$ cat config.mk
export PLATFORM = sky130hd
export DESIGN_NAME = ks_addsub_pipe_16bit
export DESIGN_NICKNAME = d
export VERILOG_FILES = /design/src/rtl/ks_pkg.sv /design/src/rtl/ks_prefix_level.sv /design/src/rtl/ks_addsub_pipe_16bit.sv
export SDC_FILE = /design/constraint.sdc
export NUM_CORES = 1
export LEC_CHECK = 0
export CAP_MARGIN = 20
export CORE_AREA = 2 2 135 84
export CTS_CLUSTER_SIZE = 40
export DETAILED_ROUTE_END_ITERATION = 10
export DIE_AREA = 0 0 137 86
export PLACE_DENSITY = 0.7
export SETUP_SLACK_MARGIN = 0.2
export SLEW_MARGIN = 20
export SYNTH_ARGS = -nofsm -noshare
export SYNTH_HDL_FRONTEND = slang
export SYNTH_SLANG_ARGS = --single-unit
$ cat constraint.sdc
create_clock -name clk -period 2.9 [get_ports clk]
set_input_delay 0.29 -clock clk [delete_from_list [all_inputs] [get_ports clk]]
set_output_delay 0.29 -clock clk [all_outputs]
set_load 0.02 [all_outputs]
$ cat src/rtl/ks_pkg.sv
// Shared constants and stage-register types for the pipelined Kogge-Stone adder/subtractor.
package ks_pkg;

    localparam int unsigned WIDTH     = 16;
    localparam int unsigned KS_LEVELS = 4;
    localparam logic        OP_ADD    = 1'b0;
    localparam logic        OP_SUB    = 1'b1;

    typedef struct packed {
        logic [WIDTH-1:0] g;
        logic [WIDTH-1:0] p;
    } gp_t;

    typedef struct packed {
        logic             valid;
        gp_t              gp;
        logic [WIDTH-1:0] p0;
        logic             cin;
    } stage_t;

endpackage

$ cat src/rtl/ks_prefix_level.sv
// One Kogge-Stone prefix level: combines each bit's (G,P) with the group SPAN positions below.
module ks_prefix_level
    import ks_pkg::*;
#(
    parameter int unsigned SPAN = 1
) (
    input  gp_t gp_i,
    output gp_t gp_o
);

    always_comb begin
        gp_o = gp_i;
        for (int unsigned i = SPAN; i < WIDTH; i++) begin
            gp_o.g[i] = gp_i.g[i] | (gp_i.p[i] & gp_i.g[i-SPAN]);
            gp_o.p[i] = gp_i.p[i] & gp_i.p[i-SPAN];
        end
    end

endmodule

$ cat src/rtl/ks_addsub_pipe_16bit.sv
// Three-stage pipelined 16-bit Kogge-Stone adder/subtractor with valid/ready handshakes
// and sum, carry-out, signed-overflow and zero flags.
module ks_addsub_pipe_16bit
    import ks_pkg::*;
(
    input  logic             clk,
    input  logic             rst,
    input  logic             in_valid,
    output logic             in_ready,
    input  logic [WIDTH-1:0] A,
    input  logic [WIDTH-1:0] B,
    input  logic             Cin,
    input  logic             op,
    output logic             out_valid,
    input  logic             out_ready,
    output logic [WIDTH-1:0] S,
    output logic             Cout,
    output logic             V,
    output logic             Z
);

    stage_t           r1_d, r1_q, r2_d, r2_q;
    gp_t              gp_s2_in, gp_l1, gp_l2, gp_l3, gp_l4;
    logic             en;
    logic             v3_q;
    logic [WIDTH-1:0] be, carry;
    logic [WIDTH-1:0] s_d, s_q;
    logic             cout_d, cout_q;
    logic             ovf_d, ovf_q;
    logic             z_d, z_q;
    logic             unused_p4;

    // Whole pipe advances together; a stalled output freezes every stage.
    assign en       = !v3_q || out_ready;
    assign in_ready = en;

    always_comb begin
        be         = (op == OP_SUB) ? ~B : B;
        r1_d       = '0;
        r1_d.valid = in_valid;
        r1_d.gp.g  = A & be;
        r1_d.gp.p  = A ^ be;
        r1_d.p0    = A ^ be;
        r1_d.cin   = Cin;
    end

    // Folding Cin into bit 0 makes every final G[i] the carry into bit i+1.
    always_comb begin
        gp_s2_in      = r1_q.gp;
        gp_s2_in.g[0] = r1_q.gp.g[0] | (r1_q.gp.p[0] & r1_q.cin);
    end

    ks_prefix_level #(.SPAN(1)) u_lvl1 (.gp_i(gp_s2_in), .gp_o(gp_l1));
    ks_prefix_level #(.SPAN(2)) u_lvl2 (.gp_i(gp_l1),    .gp_o(gp_l2));

    always_comb begin
        r2_d       = '0;
        r2_d.valid = r1_q.valid;
        r2_d.gp    = gp_l2;
        r2_d.p0    = r1_q.p0;
        r2_d.cin   = r1_q.cin;
    end

    ks_prefix_level #(.SPAN(4)) u_lvl3 (.gp_i(r2_q.gp), .gp_o(gp_l3));
    ks_prefix_level #(.SPAN(8)) u_lvl4 (.gp_i(gp_l3),   .gp_o(gp_l4));

    // Overflow as carry-into-MSB xor carry-out, equivalent to the sign comparison form.
    always_comb begin
        carry  = {gp_l4.g[WIDTH-2:0], r2_q.cin};
        s_d    = r2_q.p0 ^ carry;
        cout_d = gp_l4.g[WIDTH-1];
        ovf_d  = gp_l4.g[WIDTH-1] ^ gp_l4.g[WIDTH-2];
        z_d    = (s_d == '0);
    end

    assign unused_p4 = ^gp_l4.p;

    always_ff @(posedge clk or posedge rst) begin
        if (rst) begin
            r1_q   <= '0;
            r2_q   <= '0;
            v3_q   <= 1'b0;
            s_q    <= '0;
            cout_q <= 1'b0;
            ovf_q  <= 1'b0;
            z_q    <= 1'b0;
        end else if (en) begin
            r1_q <= r1_d;
            r2_q <= r2_d;
            v3_q <= r2_q.valid;
            if (r2_q.valid) begin
                s_q    <= s_d;
                cout_q <= cout_d;
                ovf_q  <= ovf_d;
                z_q    <= z_d;
            end
        end
    end

    assign out_valid = v3_q;
    assign S         = s_q;
    assign Cout      = cout_q;
    assign V         = ovf_q;
    assign Z         = z_q;

endmodule

==> out/metrics.yaml <==
placed_design:
  hpwl_mm: 7.35
  port_buffers: 58
  place.gp.congestion: 0.791
  post-place-cells: 681
  placed_area_um2: 5380
worst_setup_path:
  arrival_ns: 1.72
  critical-path-slowest-cell: "clkdlybuf4s50_1"
  reg2reg_to: "r2_q[22]"
  r2r_slack_ns: 1.15
  worstSetupPathType: "reg -> out"
  required_ns: 2.61
  start_kind: "flip-flop"
  path_cells: "nor2b_4, inv_2, clkdlybuf4s50_1"
  r2r-start: "out_valid"
  r2r_cells: 4
  worstSetupEndpointType: "output pin"
  cp_max_fo: 14
  max_stage_delay_ns: 0.69
clock_tree:
  h-tree-depth: 3
  root_buffer: "clkbuf_16"
  ctsResizeCount: 0
  clock-sinks: 100
  cts_tree: "yes"
  postCtsSetupRepairBufs: 0
  clockBufferDepth: 2
  ctsHoldBuffers: 0
  cts_buffers: 9
  cts.clk_slew.worst_paths_ns: 0.06
  clkLatencyLatePin_ns: 0.34
floorplanning:
  dieArea_um2: 11800
  ioPinCount: 59
  coreArea_um2: 10500
  die_h_um: 86
  die_w_um: 137
  start_util: 0.448
  rows: 29
power_and_ir_drop:
  ir_worst_vdd_uv: 505
  leakagePower_nw: 2.78
  p_per_area_nw_per_um2: 947
cells_and_area:
  post-route-cell-area_um2: 5720
  mostFrequentLayoutCells: "nand2_1 (185), dfrtp_1 (100), clkdlybuf4s50_1 (58)"
  n_antenna_cell: 0
  register_area_um2: 2500
  layout_commonest_cell: "nand2_1"
  num-nets-final: 607
  area_growth_pct: 22.2
  instances_no_fill: 697
  multiInputGateArea_um2: 2040
  drive_gt1_frac: 0.0717
  fill_cells: 949
yosys:
  synthFlopType: "dfrtp_1"
  ys_warn_count: 0
  avgSynthCellArea_um2: 9.24
  synthDistinctLibCells: 37
  synth-edff-count: 0
  syn_inst: 506
  syn-num-nets: 560
  synth_seq_cells: 100
  seq_area_frac_synth: 0.535
  async_flop_share: 1.00
  syn-cell-area_um2: 4680
timing:
  max_freq_mhz: 497
  skew_ns: 0.00880
  period_share: 0.694
  hold_viol: 0
  max_slew.worst_pin.slew_ns: 0.826
  relSlewSlack: 0.450
  setup_tns_ns: 0
  rsz0062_at_grt: "false"
  min_period_ns: 2.01
  setup_viol_count_final: 0
  slew_violations: 0
drt:
  ant_nets: 0
  wl_per_cell_um: 14.3
  drt-initial-drc-count: 212
  wl_mm: 9.96
  drc: 0
  vias_per_cell: 4.98
  drtPass1Iterations: 4
  num_vias: 3468
grt:
  grt_pass1_wl_mm: 16.6
  gr-usage-all-layers: 0.185
  overflow: 0
  antenna_found_initial: 0
  grt_max_degree: 89
  grt_pass1_vias: 3332
status:
  status: "finished clean"
worst_hold_path:
  hold_class: "in -> async"
job:
  drv_cap: 0
[sequential cells by signal (all words and copies together) (netlist names)]
name / count
Z: 1
V: 1
r2_q: 45
S: 16
carry: 1
gp_s2_in: 15
out_valid: 1
r1_q: 19
Cout: 1
[power breakdown]
group | total, mW | switching, mW | internal (mW)
sequential | 2.31 | 0.453 | 1.86
combinational | 1.79 | 0.971 | 0.814
clock | 1.31 | 0.491 | 0.823
[metrics by stage]
stage	util	hold slack [ns]	setup slack (ns)	power (mW)
6_report	0.547	0.327	0.887	5.41
3_5_place_dp	0.515	0.468	0.799	4.14
4_1_cts	0.547	0.330	0.849	5.45
3_3_place_gp	0.515	0.453	0.841	4.06
2_1_floorplan	-	0.402	1.38	3.43
5_1_grt	0.547	0.352	0.809	5.80
[synth_stat cells (all sizes together) (6+ instances only)]
cell type  number  area [um2]
nand3           9        45.0
nand4           7        43.8
xor2           22         193
inv             6        22.5
nand2         185         694
a21o           19         143
nor2           14        52.6
xnor2           8        70.1
dfrtp         100        2500
clkbuf         18        67.6
mux2            6        67.6
a21oi          26         134
o21ai          33         165
ha             16         200
buf            10        52.6
[critical path, delay by kind of cell (launching register included)]
family	cells	cell delay, ns
and+or+nand+nor	1	0.13
buffers and inverters	2	0.86
DFF	1	0.39
[kinds of logic (layout without fill, tap and decap cells)]
kind of cell / Yosys count / in the layout / synth area share
flops: 100 / 100 / 0.535
xor+xnor: 30 / 30 / 0.0562
compound gates: 94 / 94 / 0.127
mux: 6 / 6 / 0.0144
fa+ha+maj: 16 / 16 / 0.0428
buf+inv: 34 / 86 / 0.0305
simple gates: 226 / 226 / 0.194
[how the worst max path moves through the flow]
stage / from / end / cells after the start
after floorplan: out_valid / S[10] / 6
after global placement: out_ready / r2_q[22] / 5
after detailed placement: out_ready / r2_q[24] / 5
after CTS: out_valid / in_ready / 3
after global routing: out_valid / in_ready / 3
final: out_valid / in_ready / 3
[layer usage]
layer	vias to the layer above	share of wire	GRT usage
li1	1757	-	-
met1	1609	0.52	0.279
met2	95	0.41	0.263
met3	7	0.064	0.0502
met4	0	0.0077	0.0422
met5	-	0	0
[layout make-up]
type,instances,share of cell area
clock inverter,4,0.0123
timing repair buffer,64,0.112
tap,139,0.0304
inverter,6,0.00460
multi-input combinational,372,0.357
clock buffer,12,0.0466
sequential,100,0.438
(Power assumes the default switching activity.)
